<file path="src/rtl/viterbi_pkg.sv">
// viterbi_pkg: shared types, constants and metric helpers for the K=3 rate-1/2 Viterbi decoder
package viterbi_pkg;
  localparam int NUM_STATES = 4;
  localparam int K = 3;
  typedef logic [1:0] vstate_t;
  typedef enum logic [1:0] {IDLE, ACS, TRACE, DONE} fsm_t;
  function automatic logic [1:0] code_pair(vstate_t s, logic u, logic [2:0] g0, logic [2:0] g1);
    return {^(g0 & {u, s}), ^(g1 & {u, s})};
  endfunction
  function automatic logic [1:0] hamming(logic [1:0] a, logic [1:0] b);
    return {&(a ^ b), ^(a ^ b)};
  endfunction
endpackage

</file>
<file path="src/rtl/viterbi_acs_unit.sv">
// viterbi_acs_unit: add-compare-select for one next state; ports pm0_i/pm1_i, bm0_i/bm1_i in, saturated pm_o and decision dec_o out
module viterbi_acs_unit #(
  parameter int PM_W = 6
) (
  input  logic [PM_W-1:0] pm0_i,
  input  logic [PM_W-1:0] pm1_i,
  input  logic [1:0]      bm0_i,
  input  logic [1:0]      bm1_i,
  output logic [PM_W-1:0] pm_o,
  output logic            dec_o
);
  localparam logic [PM_W-1:0] PM_MAX = '1;
  logic [PM_W:0] sum0, sum1;
  logic [PM_W-1:0] cand0, cand1;
  assign sum0 = {1'b0, pm0_i} + {{(PM_W-1){1'b0}}, bm0_i};
  assign sum1 = {1'b0, pm1_i} + {{(PM_W-1){1'b0}}, bm1_i};
  assign cand0 = sum0[PM_W] ? PM_MAX : sum0[PM_W-1:0];
  assign cand1 = sum1[PM_W] ? PM_MAX : sum1[PM_W-1:0];
  assign dec_o = cand1 < cand0;
  assign pm_o = dec_o ? cand1 : cand0;
endmodule

</file>
<file path="src/rtl/viterbi_stream_decoder.sv">
// viterbi_stream_decoder: streaming hard-decision K=3 Viterbi decoder; st starts a block, sym_in/sym_valid/sym_ready feed pairs, data_out/err_metric/done report the result, busy covers ACS and TRACE
module viterbi_stream_decoder
  import viterbi_pkg::*;
#(
  parameter int         N_BITS = 10,
  parameter logic [2:0] G0     = 3'b111,
  parameter logic [2:0] G1     = 3'b101,
  parameter int         PM_W   = 6,
  parameter bit         TAIL   = 1'b1
) (
  input  logic              clk,
  input  logic              rst,
  input  logic              st,
  input  logic [1:0]        sym_in,
  input  logic              sym_valid,
  output logic              sym_ready,
  output logic              busy,
  output logic [N_BITS-1:0] data_out,
  output logic [PM_W-1:0]   err_metric,
  output logic              done
);
  localparam int TW = $clog2(N_BITS);
  localparam logic [PM_W-1:0] PM_INF = '1;
  localparam logic [TW-1:0] T_LAST = TW'(N_BITS - 1);
  fsm_t state_q, state_d;
  logic [PM_W-1:0] pm_q [NUM_STATES];
  logic [PM_W-1:0] pm_new [NUM_STATES];
  logic [NUM_STATES-1:0] dec_new;
  logic [NUM_STATES-1:0] surv_q [N_BITS];
  logic [TW-1:0] t_q;
  vstate_t s_q, start;
  logic [N_BITS-1:0] data_q;
  logic [PM_W-1:0] err_q;
  logic acc, last;
  for (genvar n = 0; n < NUM_STATES; n++) begin : g_acs
    // next state n = {u, s1}; predecessors differ only in s0
    localparam vstate_t P0 = vstate_t'(2 * (n % 2));
    localparam vstate_t P1 = vstate_t'(2 * (n % 2) + 1);
    localparam logic U = (n >= 2);
    viterbi_acs_unit #(.PM_W(PM_W)) u_acs (
      .pm0_i(pm_q[P0]),
      .pm1_i(pm_q[P1]),
      .bm0_i(hamming(sym_in, code_pair(P0, U, G0, G1))),
      .bm1_i(hamming(sym_in, code_pair(P1, U, G0, G1))),
      .pm_o (pm_new[n]),
      .dec_o(dec_new[n])
    );
  end
  assign acc = (state_q == ACS) && sym_valid;
  assign last = acc && (t_q == T_LAST);
  // traceback origin is chosen from the metrics produced by the final symbol
  always_comb begin
    vstate_t m01, m23, best;
    m01 = (pm_new[1] < pm_new[0]) ? 2'd1 : 2'd0;
    m23 = (pm_new[3] < pm_new[2]) ? 2'd3 : 2'd2;
    best = (pm_new[m23] < pm_new[m01]) ? m23 : m01;
    start = TAIL ? 2'd0 : best;
  end
  always_comb begin
    state_d = state_q;
    case (state_q)
      IDLE:    state_d = st ? ACS : IDLE;
      ACS:     state_d = last ? TRACE : ACS;
      TRACE:   state_d = (t_q == '0) ? DONE : TRACE;
      default: state_d = IDLE;
    endcase
  end
  always_ff @(posedge clk) begin
    if (rst) begin
      state_q <= IDLE;
      t_q <= '0;
      s_q <= '0;
      data_q <= '0;
      err_q <= '0;
      for (int i = 0; i < NUM_STATES; i++) pm_q[i] <= '0;
      for (int i = 0; i < N_BITS; i++) surv_q[i] <= '0;
    end else begin
      state_q <= state_d;
      if (state_q == IDLE && st) begin
        t_q <= '0;
        for (int i = 0; i < NUM_STATES; i++) pm_q[i] <= (i == 0) ? '0 : PM_INF;
      end
      if (acc) begin
        for (int i = 0; i < NUM_STATES; i++) pm_q[i] <= pm_new[i];
        surv_q[t_q] <= dec_new;
        t_q <= last ? t_q : t_q + 1'b1;
        if (last) begin
          s_q <= start;
          err_q <= pm_new[start];
        end
      end
      if (state_q == TRACE) begin
        data_q[t_q] <= s_q[1];
        s_q <= {s_q[0], surv_q[t_q][s_q]};
        t_q <= t_q - 1'b1;
      end
    end
  end
  assign sym_ready = state_q == ACS;
  assign busy = (state_q == ACS) || (state_q == TRACE);
  assign done = state_q == DONE;
  assign data_out = data_q;
  assign err_metric = err_q;
endmodule

</file>
<file path="config.mk">
export PLATFORM = sky130hd
export DESIGN_NAME = viterbi_stream_decoder
export DESIGN_NICKNAME = d
export VERILOG_FILES = /design/src/rtl/viterbi_pkg.sv /design/src/rtl/viterbi_acs_unit.sv /design/src/rtl/viterbi_stream_decoder.sv
export SDC_FILE = /design/constraint.sdc
export NUM_CORES = 1
export LEC_CHECK = 0
export ABC_AREA = 1
export CORE_MARGIN = 2
export CORE_UTILIZATION = 60
export DETAILED_ROUTE_END_ITERATION = 8
export PLACE_DENSITY = 0.78
export SYNTH_ARGS = -nofsm -noshare
export SYNTH_HDL_FRONTEND = slang
export SYNTH_SLANG_ARGS = --single-unit
</file>
<file path="constraint.sdc">
create_clock -name clk -period 5.1 [get_ports clk]
set_input_delay 0.51 -clock clk [delete_from_list [all_inputs] [get_ports clk]]
set_output_delay 0.51 -clock clk [all_outputs]
set_load 0.005 [all_outputs]
</file>
==> results.py, run 1 <==
metrics = {
    "worst_setup_path": {
        "worst_setup_path_end_kind": "register",
        "cp.arrival_ns": 4.34,
        "critical_path_class": "input pin to register",
        "r2r_start": "pm_q[2][0]",
        "crit_path_max_fanout": 16,
        "critPathLaunch": "sym_in[0]",
        "cp_slowest_cell": "clkdlybuf4s50_1",
        "critPathLaunchType": "input pin",
        "slowest_delay_ns": 0.56,
        "rrSetupSlack_ns": 1.93,
        "cp_top_family": "compound AO/OA/AOI/OAI gates",
        "cp_cell_sequence": "clkdlybuf4s50_1, inv_1, ha_1, inv_1, ha_1, inv_1, o21ai_2, inv_1, o32ai_1, ha_1, nand2_1, nor2_1, a211oi_2, nand2_4, nor2_1",
        "required_ns": 5.30,
        "critPathMostFrequentCell": "inv_1",
        "cp.buffers_inverters": 5,
    },
    "clocking": {
        "post_cts.repair.setup_buffers": 0,
        "hold_buffers": 0,
        "root_buffer": "clkbuf_16",
        "numCtsBuffers": 17,
        "cts.sinks": 116,
        "cts_max_path_buffers": 2,
        "cts_tree": "yes",
        "clk_pin_slew_ns": 0.05,
        "clk_latency_ns": 0.42,
        "htree_levels": 4,
        "postCtsResizedCells": 0,
    },
    "routing": {
        "drt-total-wl_um": 17500,
        "wl_per_cell_um": 15.4,
        "ant_nets": 0,
        "initialDrtViolationCount": 559,
        "first_pass_iters": 5,
        "viasPerCell": 5.66,
        "vias": 6409,
        "drc": 0,
    },
    "synth": {
        "synth_top_area_share_pct": 33.2,
        "netlist_area_sq_mm": 0.00741,
        "synthSimpleGateAreaFrac_pct": 32.9,
        "synth_enable_flop_cells": 82,
        "yosysWarnings": 0,
        "ys_ff_latch": 116,
        "syn_area_per_cell_sq_um": 7.79,
        "synth_mux_area_share_pct": 0,
        "yosys.area.top_type": "edfxtp_1",
        "mappedNetlistNets": 1004,
        "synth.area.top_cells": "edfxtp_1 (33%), nand2_1 (13%), dfxtp_1 (9.2%)",
        "synth_top_family_by_area": "simple AND/OR/NAND/NOR gates",
        "ys_types": 39,
        "seq_area_frac_synth_pct": 42.4,
        "synth_flop_cell": "edfxtp_1",
        "synth_common_cells": "nand2_1 (260), nand3_1 (123), inv_1 (120)",
        "async_reset_ff_share_pct": 0,
        "netlist_instances": 952,
        "synth_xor_area_share_pct": 1.18,
        "yosysMostFrequentCell": "nand2_1",
        "synth-compound-area-share_pct": 7.28,
        "synthAdderAreaFrac_pct": 7.77,
    },
    "final_layout": {
        "regArea_sq_mm": 0.00314,
        "final_util_pct": 69.3,
        "area_delta_synth_final_pct": 12.3,
        "n_antenna_cell": 0,
        "fin_area_sq_mm": 0.00832,
        "finalNetCount": 1025,
        "multi_input_area_sq_mm": 0.00364,
        "drive_gt1_share_pct": 9.43,
        "n_fill_cell": 992,
    },
    "placement": {
        "dp_hpwl_um": 12500,
        "place_ws_ns": 0.566,
        "dpl_cell_area_sq_mm": 0.00773,
        "numPortBuffers": 24,
        "gp_congestion": 0.908,
    },
    "sta": {
        "hold_violations": 0,
        "worst_slew_pin_slew_ns": 0.931,
        "finalClockSkew_ns": 0.00948,
        "rsz0062_at_grt": "no",
        "relSlewSlack_pct": 37.9,
        "period_needed_ns": 4.14,
        "maxSlewViolCount": 0,
        "setup_viol": 0,
        "fmaxAchievable_mhz": 242,
        "period_share_pct": 81.1,
        "layout_setup_ws_ns": 0.965,
        "fin_tns_setup_ns": 0,
    },
    "floorplanning": {
        "core_sq_mm": 0.0120,
        "dieArea_sq_mm": 0.0133,
        "num_rows": 40,
        "dieWidth_um": 115,
        "start_util_pct": 61.7,
        "ioPinCount": 25,
        "die_h_um": 115,
    },
    "grt": {
        "antenna_found_initial": 0,
        "grt_pass1_wl_um": 28500,
        "grt.total_usage_pct": 27.8,
        "grt_pass1_vias": 5983,
        "grt_max_degree": 34,
        "grt_overflow": 0,
    },
    "flow_run": {
        "drv_cap": 0,
    },
    "power_and_ir_drop": {
        "power_density_mw_per_mm2": 355,
        "total_power_mw": 2.96,
        "power.leakage_nw": 3.80,
        "irDropWorstVdd_mv": 0.198,
    },
    "run_status": {
        "status": "complete, no violations",
    },
    "worst_hold_path": {
        "holdCritStartpoint": "data_out[1]",
        "hold_class": "register to register",
    },
}
==> per-stage QoR <==
| step | cells | hold slack (ns) |
|---|---|---|
| after global routing | 1133 | 0.488 |
| after CTS | 1133 | 0.476 |
| final | 1133 | 0.477 |
| after floorplan | 952 | 0.466 |
| after detailed placement | 1101 | 0.469 |
| after global placement | 1101 | 0.465 |
==> tightest hold or removal path: stages, from the launching register on <==
cell and delay (ns):
dfxtp_1 0.31, o21ai_0 0.07, a21oi_1 0.06
==> flip-flops by register name, indices dropped and copies added (netlist names), named ones only <==
| signal | flops |
|---|---|
| pm_q | 24 |
| s_q | 2 |
| t_q | 4 |
| surv_q | 64 |
| err_metric | 6 |
| state_q | 2 |
| data_out | 10 |
==> power breakdown <==
group,internal [mW],switching (mW)
registers,1.06,0.0415
clock network,0.731,0.432
logic,0.217,0.481
==> kinds of logic (layout without fill, tap and decap cells) <==
group / count (synthesis) / count (layout)
buffers and inverters: 154 / 188
and+or+nand+nor: 535 / 535
adders and majority gates: 46 / 46
AOI/OAI and AO/OA: 91 / 91
DFF: 116 / 116
xor gates and xnor gates: 10 / 10
==> area by class of cell <==
class	count	area share (%)
Tap cell	147	2.21
Clock buffer	23	6.37
Clock inverter	9	0.767
Sequential cell	116	37.8
Multi-Input combinational cell	682	43.8
Timing Repair Buffer	30	3.43
Inverter	126	5.68
==> routing by layer <==
layer | track usage, % | up-vias | wire [um]
met1 | 37.2 | 2934 | 7600
met2 | 45.4 | 280 | 8210
li1 | - | 3159 | -
met3 | 6.06 | 36 | 1260
met5 | 0 | - | 0
met4 | 8.84 | 0 | 407
==> worst paths after layout <==
check	to	cells past startpoint
max	surv_q[15][3]	15
min	data_out[1]	2
max reg2reg	surv_q[15][3]	11
min reg2reg	data_out[1]	2
==> cell usage in the layout, fill, tap and decap left out, types with 3 or more instances in the layout <==
master	count
nand2_4	11
nand2_2	9
nand2_1	260
ha_1	46
buf_4	6
nand3_1	123
nor4_1	4
dfxtp_1	34
clkbuf_16	19
inv_2	6
or2_2	3
nor2_4	11
clkbuf_8	4
nand4_1	3
edfxtp_1	82
a21oi_1	41
nor2_1	92
nor3_1	11
a31oi_1	8
a211oi_2	3
clkdlybuf4s50_1	24
xor2_1	8
o21ai_0	29
clkinv_4	3
nand3_2	3
clkinv_2	3
inv_1	120
Note: power is estimated with default switching activity, not from simulation.
==> run 2, diff against run 1 <==
==> constraint.sdc (replaced) <==
create_clock -name clk -period 4.1 [get_ports clk]
set_input_delay 0.41 -clock clk [delete_from_list [all_inputs] [get_ports clk]]
set_output_delay 0.41 -clock clk [all_outputs]
set_load 0.005 [all_outputs]
==> run 2 against run 1 <==
Register-to-register slack lost 0.88 ns; sequential share of layout area shrank 0.23 points; sequential power grew 25%; wire length shrank 3.4%; largest cell class unchanged; via count shrank 1.5%; design area grew 0.60%; first-iteration DRC count shrank 13%; critical endpoint is now surv_q[12][3]; non-clock buffer count grew 5; total power grew 28%; clock skew shrank 0.0017 ns.
==> results.py, run 2 (synthesized netlist as in run 1, its figures left out) <==
metrics = {
    "final_layout": {
        "drive_gt1_share_pct": 9.39,
        "area_delta_synth_final_pct": 13.0,
        "n_fill_cell": 1005,
        "largest_reg_flops": 64,
        "layout_commonest_cell": "nand2_1",
        "final_util_pct": 69.7,
        "finalNetCount": 1030,
        "final_cell_mix": "nand2_1 (260), nand3_1 (123), inv_1 (120)",
        "n_antenna_cell": 0,
        "regMostFlops": "surv_q",
    },
    "worst_setup_path": {
        "r2r-end": "surv_q[11][2]",
        "critPathMostFrequentCell": "inv_1",
        "rrSetupSlack_ns": 1.05,
        "critical_path_class": "input pin to register",
        "r2r_cells": 16,
        "worst_setup_path_end_kind": "register",
        "required_ns": 4.29,
        "critPathLaunchType": "input pin",
        "slowest_delay_ns": 0.47,
        "r2r_start": "pm_q[1][1]",
        "cp_cell_sequence": "clkdlybuf4s50_1, inv_1, ha_1, inv_1, ha_1, nand2_1, nand2_1, inv_1, nor2_1, nor3_1, inv_1, ha_1, a21oi_1, nor2_1, a211oi_2, nand2_4, nor2_1",
        "critPathLaunch": "sym_in[0]",
        "cp_slowest_cell": "clkdlybuf4s50_1",
        "cp_top_family": "simple AND/OR/NAND/NOR gates",
        "crit_path_max_fanout": 8,
        "cp.arrival_ns": 3.76,
        "cp.buffers_inverters": 5,
    },
    "worst_hold_path": {
        "holdCritStartpoint": "data_out[4]",
        "hold_end": "data_out[4]",
        "hold_depth": 2,
        "hold_class": "register to register",
    },
    "routing": {
        "wl_per_cell_um": 14.8,
        "viasPerCell": 5.55,
        "first_pass_iters": 5,
        "drc": 0,
        "drt-total-wl_um": 16900,
        "initialDrtViolationCount": 486,
        "ant_nets": 0,
        "vias": 6310,
    },
    "sta": {
        "fin_tns_setup_ns": 0,
        "period_share_pct": 87.1,
        "setup_viol": 0,
        "fmaxAchievable_mhz": 280,
        "layout_setup_ws_ns": 0.529,
        "rsz0062_at_grt": "no",
        "hold_violations": 0,
        "maxSlewViolCount": 0,
        "worst_slew_pin_slew_ns": 0.960,
        "relSlewSlack_pct": 35.9,
        "period_needed_ns": 3.57,
        "finalClockSkew_ns": 0.00779,
        "whs_ns": 0.475,
    },
    "floorplanning": {
        "num_rows": 40,
        "dieArea_sq_mm": 0.0133,
        "start_util_pct": 61.7,
        "die_h_um": 115,
        "core_sq_mm": 0.0120,
        "dieWidth_um": 115,
        "ioPinCount": 25,
    },
    "clocking": {
        "root_buffer": "clkbuf_16",
        "clk_pin_slew_ns": 0.05,
        "postCtsResizedCells": 0,
        "clk_latency_ns": 0.42,
        "numCtsBuffers": 17,
        "cts_tree": "yes",
        "htree_levels": 4,
        "cts.sinks": 116,
        "post_cts.repair.setup_buffers": 0,
        "hold_buffers": 0,
        "cts_max_path_buffers": 2,
    },
    "power_and_ir_drop": {
        "p_int_mw": 2.63,
        "total_power_mw": 3.79,
        "p_clk_share_pct": 40.4,
        "power_density_mw_per_mm2": 452,
        "switching_power_mw": 1.16,
        "power_frac_comb_pct": 23.5,
        "power.leakage_nw": 3.81,
        "irDropWorstVdd_mv": 0.301,
        "p_seq_share_pct": 36.1,
        "switching_share_pct": 30.7,
    },
    "grt": {
        "met3_usage_pct": 6.27,
        "grt_pass1_wl_um": 28000,
        "grt_overflow": 0,
        "grt.total_usage_pct": 27.3,
        "grt_pass1_vias": 5950,
        "antenna_found_initial": 0,
        "use_met2_pct": 43.6,
        "busiest_layer": "met2",
        "grt.met1_usage_pct": 36.4,
        "grt_max_degree": 34,
    },
    "flow_run": {
        "drv_cap": 0,
    },
    "placement": {
        "numPortBuffers": 24,
        "gp_congestion": 0.892,
        "dp_hpwl_um": 12200,
        "place_ws_ns": 0.127,
    },
    "run_status": {
        "status": "complete, no violations",
    },
}
==> run 2: worst max-delay path by stage <==
stage	endpoint	slack [ns]	cells after the start
3_5_place_dp	surv_q[15][3]	0.13	17
2_1_floorplan	pm_q[1][3]	0.85	20
3_3_place_gp	surv_q[13][3]	0.26	17
5_1_grt	surv_q[13][3]	0.24	17
4_1_cts	surv_q[14][3]	0.52	17
6_report	surv_q[12][3]	0.53	17
==> run 2: power groups by stage <==
| stage | sequential [mW] | combinational, mW | clock (mW) |
|---|---|---|---|
| CTS | 1.37 | 0.885 | 1.53 |
| floorplan | 1.37 | 0.708 | 0 |
| global placement | 1.39 | 0.860 | 0 |
| detailed placement | 1.39 | 0.878 | 0 |
| finish | 1.37 | 0.890 | 1.53 |
| global route | 1.37 | 1.00 | 1.58 |
==> run 2: layer usage <==
metal  wire (um)  vias to the layer above
li1            -                     3163
met4         341                        0
met3        1230                       37
met1        7440                     2886
met2        7880                      224
met5           0                        -
==> run 2: through the flow <==
stage / cell area (sq um) / cells
detailed placement: 7770 / 1106
global placement: 7770 / 1106
floorplan: 7410 / 952
finish: 8370 / 1137
global route: 8370 / 1137
CTS: 8370 / 1137
==> run 2: cell type report <==
type	count	area [sq um]	share of cell area, %
clock buffer	21	450	5.38
multi-input combinational	682	3640	43.5
inverter	126	473	5.65
clock inverter	10	156	1.87
sequential	116	3140	37.5
tap	147	184	2.20
timing repair buffer	35	323	3.86
==> run 2: tightest hold or removal path: stages, from the launching register on <==
cell	delay [ns]
dfxtp_1	0.30
o21ai_0	0.06
a21oi_1	0.06
